## src/rtl/imm_gen_pipe_if.sv

```systemverilog
// Handshake/result bundle for imm_gen_pipe.
// slave: the decoder side; master: the fetch/execute side driving it.
interface imm_gen_pipe_if #(
  parameter int unsigned XLEN  = 32,
  parameter int unsigned CNT_W = 16
);
  logic             in_valid;
  logic             in_ready;
  logic [31:0]      in_instr;
  logic             out_valid;
  logic             out_ready;
  logic [XLEN-1:0]  out_imm;
  logic [2:0]       out_fmt;
  logic             out_illegal;
  logic [CNT_W-1:0] illegal_cnt;

  modport slave (
    input  in_valid, in_instr, out_ready,
    output in_ready, out_valid, out_imm, out_fmt, out_illegal, illegal_cnt
  );

  modport master (
    output in_valid, in_instr, out_ready,
    input  in_ready, out_valid, out_imm, out_fmt, out_illegal, illegal_cnt
  );
endinterface

```

## src/rtl/imm_gen_pipe.sv

```systemverilog
// Pipelined RV32I/RV64I immediate generator with a two-entry skid buffer and a
// saturating illegal-opcode counter.
// Optional feature: define IMM_GEN_ZICSR_EN to decode SYSTEM opcodes (CSR
// immediate forms as format Z, register forms as format I); otherwise SYSTEM
// is treated as illegal.
module imm_gen_pipe #(
  parameter int unsigned XLEN  = 32,
  parameter int unsigned CNT_W = 16
) (
  input logic            clk,
  input logic            rst,
  imm_gen_pipe_if.slave  bus
);

  typedef enum logic [2:0] {
    FmtNone = 3'd0,
    FmtI    = 3'd1,
    FmtS    = 3'd2,
    FmtB    = 3'd3,
    FmtU    = 3'd4,
    FmtJ    = 3'd5,
    FmtZ    = 3'd6
  } fmt_e;

  typedef struct packed {
    logic [XLEN-1:0] imm;
    fmt_e            fmt;
    logic            illegal;
  } entry_t;

  logic [31:0]        instr;
  logic signed [31:0] imm32;
  entry_t             dec;
  entry_t             main_q, main_d, skid_q, skid_d;
  logic               main_valid_q, main_valid_d;
  logic               skid_valid_q, skid_valid_d;
  logic [CNT_W-1:0]   cnt_q, cnt_d;
  logic               in_xfer, out_xfer, main_free;

  assign instr     = bus.in_instr;
  assign in_xfer   = bus.in_valid && bus.in_ready;
  assign out_xfer  = main_valid_q && bus.out_ready;
  assign main_free = !main_valid_q || out_xfer;

  // Classify the opcode and assemble a 32-bit immediate; the signed cast widens it to XLEN.
  always_comb begin
    imm32       = '0;
    dec.fmt     = FmtNone;
    dec.illegal = 1'b1;
    if (instr[1:0] == 2'b11) begin
      case (instr[6:0])
        7'b0000011, 7'b0010011, 7'b1100111: begin
          dec.fmt = FmtI;
          imm32   = {{20{instr[31]}}, instr[31:20]};
        end
        7'b0011011: begin
          if (XLEN == 64) begin
            dec.fmt = FmtI;
            imm32   = {{20{instr[31]}}, instr[31:20]};
          end
        end
        7'b0100011: begin
          dec.fmt = FmtS;
          imm32   = {{20{instr[31]}}, instr[31:25], instr[11:7]};
        end
        7'b1100011: begin
          dec.fmt = FmtB;
          imm32   = {{19{instr[31]}}, instr[31], instr[7], instr[30:25], instr[11:8], 1'b0};
        end
        7'b0110111, 7'b0010111: begin
          dec.fmt = FmtU;
          imm32   = {instr[31:12], 12'b0};
        end
        7'b1101111: begin
          dec.fmt = FmtJ;
          imm32   = {{11{instr[31]}}, instr[31], instr[19:12], instr[20], instr[30:21], 1'b0};
        end
`ifdef IMM_GEN_ZICSR_EN
        7'b1110011: begin
          if (instr[14]) begin
            dec.fmt = FmtZ;
            imm32   = {27'b0, instr[19:15]};
          end else begin
            dec.fmt = FmtI;
            imm32   = {{20{instr[31]}}, instr[31:20]};
          end
        end
`endif
        default: dec.fmt = FmtNone;
      endcase
      dec.illegal = (dec.fmt == FmtNone);
    end
    dec.imm = XLEN'(imm32);
  end

  // Main/skid steering and illegal-count next state.
  always_comb begin
    main_d       = main_q;
    main_valid_d = main_valid_q;
    skid_d       = skid_q;
    skid_valid_d = skid_valid_q;
    cnt_d        = cnt_q;
    if (main_free) begin
      // in_ready is low whenever the skid holds data, so no input can arrive here then.
      if (skid_valid_q) begin
        main_d       = skid_q;
        main_valid_d = 1'b1;
        skid_valid_d = 1'b0;
      end else begin
        main_valid_d = in_xfer;
        if (in_xfer) begin
          main_d = dec;
        end
      end
    end else if (in_xfer) begin
      skid_d       = dec;
      skid_valid_d = 1'b1;
    end
    if (in_xfer && dec.illegal && (cnt_q != '1)) begin
      cnt_d = cnt_q + CNT_W'(1);
    end
  end

  // State registers with synchronous reset.
  always_ff @(posedge clk) begin
    if (rst) begin
      main_q       <= '0;
      main_valid_q <= 1'b0;
      skid_q       <= '0;
      skid_valid_q <= 1'b0;
      cnt_q        <= '0;
    end else begin
      main_q       <= main_d;
      main_valid_q <= main_valid_d;
      skid_q       <= skid_d;
      skid_valid_q <= skid_valid_d;
      cnt_q        <= cnt_d;
    end
  end

  assign bus.in_ready    = !skid_valid_q;
  assign bus.out_valid   = main_valid_q;
  assign bus.out_imm     = main_q.imm;
  assign bus.out_fmt     = main_q.fmt;
  assign bus.out_illegal = main_q.illegal;
  assign bus.illegal_cnt = cnt_q;

endmodule

```

## src/flat_wrapper.sv

```systemverilog
// flat-port wrapper written by rule: the top's interface ports become plain ports
module imm_gen_pipe_flat 
#(
  parameter int unsigned XLEN  = 32,
  parameter int unsigned CNT_W = 16
)
  (clk, rst, bus_in_valid, bus_in_instr, bus_out_ready, bus_in_ready, bus_out_valid, bus_out_imm, bus_out_fmt, bus_out_illegal, bus_illegal_cnt);
  imm_gen_pipe_if #(.XLEN(XLEN), .CNT_W(CNT_W)) bus_i ();
  input logic clk;
  input logic rst;
  input wire logic [$bits(bus_i.in_valid)-1:0] bus_in_valid;
  input wire logic [$bits(bus_i.in_instr)-1:0] bus_in_instr;
  input wire logic [$bits(bus_i.out_ready)-1:0] bus_out_ready;
  output wire logic [$bits(bus_i.in_ready)-1:0] bus_in_ready;
  output wire logic [$bits(bus_i.out_valid)-1:0] bus_out_valid;
  output wire logic [$bits(bus_i.out_imm)-1:0] bus_out_imm;
  output wire logic [$bits(bus_i.out_fmt)-1:0] bus_out_fmt;
  output wire logic [$bits(bus_i.out_illegal)-1:0] bus_out_illegal;
  output wire logic [$bits(bus_i.illegal_cnt)-1:0] bus_illegal_cnt;
  assign bus_i.in_valid = bus_in_valid;
  assign bus_i.in_instr = bus_in_instr;
  assign bus_i.out_ready = bus_out_ready;
  assign bus_in_ready = bus_i.in_ready;
  assign bus_out_valid = bus_i.out_valid;
  assign bus_out_imm = bus_i.out_imm;
  assign bus_out_fmt = bus_i.out_fmt;
  assign bus_out_illegal = bus_i.out_illegal;
  assign bus_illegal_cnt = bus_i.illegal_cnt;
  imm_gen_pipe #(.XLEN(XLEN), .CNT_W(CNT_W)) u_core (.clk(clk), .rst(rst), .bus(bus_i));
endmodule
```

## config.mk

```make
export PLATFORM = sky130hd
export DESIGN_NAME = imm_gen_pipe_flat
export DESIGN_NICKNAME = d
export VERILOG_FILES = /design/src/rtl/imm_gen_pipe_if.sv /design/src/rtl/imm_gen_pipe.sv /design/src/flat_wrapper.sv
export SDC_FILE = /design/constraint.sdc
export NUM_CORES = 1
export LEC_CHECK = 0
export CORE_MARGIN = 2
export CORE_UTILIZATION = 45
export CTS_CLUSTER_DIAMETER = 150
export DETAILED_ROUTE_END_ITERATION = 12
export HOLD_SLACK_MARGIN = 0.02
export PLACE_DENSITY_LB_ADDON = 0.2
export SETUP_SLACK_MARGIN = 0.1
export SLEW_MARGIN = 20
export SYNTH_ARGS = -nofsm -noshare
export SYNTH_HDL_FRONTEND = slang
export SYNTH_SLANG_ARGS = --single-unit
```

## constraint.sdc

```tcl
create_clock -name clk -period 2.3 [get_ports clk]
set_input_delay 0.345 -clock clk [delete_from_list [all_inputs] [get_ports clk]]
set_output_delay 0.345 -clock clk [all_outputs]
set_load 0.02 [all_outputs]
```

==> run summary, run 1 <==
area grow syn2layout - 34.13%
PwrDens - 600.6 nW/µm²
Die X - 100.4 µm
worst slack at placement - -111.9 ps
Vias - 4080
DRC Markers - 0
Slew @ Worst Pin - 658.0 ps
Commonest cells post-synth - dfxtp_1 (90), nand2_1 (67), nor2_1 (46), a21oi_1 (43), clkbuf_1 (30)
Clock Latency Late Sink - 350 ps
slowest stage delay, CP - 660 ps
Yosys Warn Count - 0
Placer Congestion - 0.9051
worst reg2reg path depth - 6
Initial Util - 0.4588
antenna cells - 0
synthesized area - 4179 µm²
number of synthesized register bits - 90
Critical Path End - bus_in_ready
crit share post-route - 0.9013
worst r2r src - u_core.bus.illegal_cnt[0]
H-tree depth - 3
Achievable Freq - 482.4 MHz
WL final - 11320 µm
Port Buffers - 89
pin count of the biggest net entering global routing - 34
status - finished, final reports clean
antenna violations before repair - 0
top cell type's share of synthesized area - 0.4311
VDD IR max - 0.0003279 V
Die H - 100.4 µm
clk slew on worst S/H paths - 80 ps
share of async-settable or async-resettable flops after synthesis - 0
NumNets Final - 628
Pleak - 2.001 nW
minimum clock period - 2073 ps
CP max stage cell - clkdlybuf4s50_1
CTS tree - done
TritonRoute pass-1 iters - 6
RSZ-0062 raised after global routing - no
final hold vios - 0
number of global-route vias before repair - 3810
Crit path required time - 1960 ps
Setup crit start - u_core.skid_valid_q
crit path kind - reg2out
mean area per synthesized cell - 8.460 µm²
most common cell in the netlist - dfxtp_1
hold crit path type - reg2reg
Synth cell types - 56
Worst EP arrival - 1730 ps
FILL cells - 808
GRT overflow - 0
Synth area leaders - dfxtp_1 (43%), nand2_1 (6.0%), a21oi_1 (5.1%)
area leader, netlist - dfxtp_1
IO Pins - 90
hold_buf cts - 0
HPWL Detailed - 7920 µm
worst-path fanout max - 10
Reg2Reg Setup Slack - 330 ps
CTS buffer count - 9
post-synth net total - 531
first-pass GRT wire length - 18760 µm
Design Power - 3.367 mW
Worst setup SP type - register
initial DRC count - 215
PnR worst setup slack - 227.0 ps
Die Area - 10070 µm²
worst flop-to-flop path endpoint - u_core.bus.illegal_cnt[15]
Seq/Total Area, Yosys - 0.4311
CTS root buf - clkbuf_8
slew margin rel. - 0.5604
Antenna Nets Post-Route - 0
vias per std cell - 5.771
GR Util All Layers - 0.2287
clock sinks - 90
routed len/inst - 16.02 µm
Slew Viols, Final - 0
Syn Inst Count - 494
setup bufs post-CTS - 0
clk buf depth - 2
core region area - 9109 µm²
row cnt - 35
final core occ - 0.6154
crit path cell chain - clkinv_1 -> clkdlybuf4s50_1
layout cells sized above 1 - 0.1342
Setup Skew - 13.05 ps
Resized cells post-CTS - 0
max cap viols - 0
Primary FF master, synth - dfxtp_1
final setup fails - 0
Post-synth EDFFs - 0
critical path endpoint category - output port
==> per-layer routing <==
layer,vias up,share of wire,global-route usage
li1,2030,-,-
met1,1933,0.46,0.3212
met2,109,0.48,0.3676
met3,8,0.045,0.03900
met4,0,0.0085,0.05479
met5,-,0,0
==> state kept, by name (all words and copies together), names as in the netlist <==
| register | flops |
|---|---|
| u_core.skid_q | 36 |
| u_core.bus.out_fmt | 3 |
| u_core.bus.out_valid | 1 |
| u_core.skid_valid_q | 1 |
| u_core.bus.illegal_cnt | 16 |
| u_core.bus.out_illegal | 1 |
| u_core.bus.out_imm | 32 |
==> layout by cell type (no fill, tap or decap), types with 4 or more instances in the layout <==
master	Yosys	final
dfxtp_1	90	90
clkdlybuf4s50_1	0	88
nand2_1	67	67
nor2_1	46	46
a21oi_1	43	43
buf_4	2	37
nand3_1	25	25
a211oi_1	16	16
a221oi_1	13	13
a211o_1	13	13
o21ai_0	13	13
o31ai_1	12	12
or4_1	12	12
nor3_1	11	11
a311oi_1	11	11
clkbuf_8	0	11
inv_1	8	8
nor3_2	7	7
a221oi_2	6	6
nor2b_1	4	4
a221o_1	4	4
o211ai_1	4	4
buf_12	0	4
==> layout make-up <==
| class | count | area [µm²] | area share |
|---|---|---|---|
| Inverter | 9 | 33.78 | 0.006027 |
| Sequential cell | 90 | 1802 | 0.3214 |
| Multi-Input combinational cell | 351 | 2151 | 0.3837 |
| Timing Repair Buffer | 130 | 1244 | 0.2219 |
| Clock inverter | 5 | 85.08 | 0.01518 |
| Tap cell | 111 | 138.9 | 0.02478 |
| Clock buffer | 11 | 151.4 | 0.02701 |
==> critical path: cells and delay by family (launching register included) <==
kind / cells / cell delay [ps]
flip-flops: 1 / 390
buffers and inverters: 2 / 1000
==> power breakdown <==
group / internal [mW] / switching, mW
clock network: 0.678 / 0.575
logic: 0.221 / 0.256
registers: 1.61 / 0.0283
total: 2.51 / 0.859
==> worst min-delay path by stage <==
stage | start | endpoint | slack [ps] | depth (start not counted)
2_1_floorplan | u_core.skid_q[2] | u_core.skid_q[2] | 440 | 2
3_3_place_gp | u_core.skid_q[15] | u_core.skid_q[15] | 440 | 2
3_5_place_dp | u_core.bus.out_imm[3] | u_core.bus.out_imm[3] | 450 | 2
4_1_cts | rst | u_core.skid_q[15] | 450 | 2
5_1_grt | u_core.bus.out_imm[3] | u_core.bus.out_imm[3] | 490 | 2
6_report | u_core.bus.out_imm[3] | u_core.bus.out_imm[3] | 460 | 2
==> metrics by stage <==
stage,std cells,hold WS (ps),instance area (µm²),TNS (ps)
finish,707,456.6,5605,0
global route,707,487.2,5605,0
CTS,707,451.4,5605,0
detailed placement,691,448.3,5369,-1489
global placement,691,443.1,5369,-494.3
floorplan,494,435.7,4179,0
==> cells by family (layout without fill, tap and decap cells) <==
logic type,Yosys count,count (layout),synth area share
simple gates,198,198,0.2374
compound gates,148,148,0.2635
flops,90,90,0.4311
buf+inv,53,155,0.05509
mux,4,4,0.009880
fa+ha+maj,1,1,0.002994
(Power assumes the default switching activity.)
==> run 2, diff against run 1 <==
CAP_MARGIN = 40   (was unset)
SLEW_MARGIN = unset   (was 20)
==> results of run 2 <==
Final layout, timing and power as in run 1 (identical DEF).
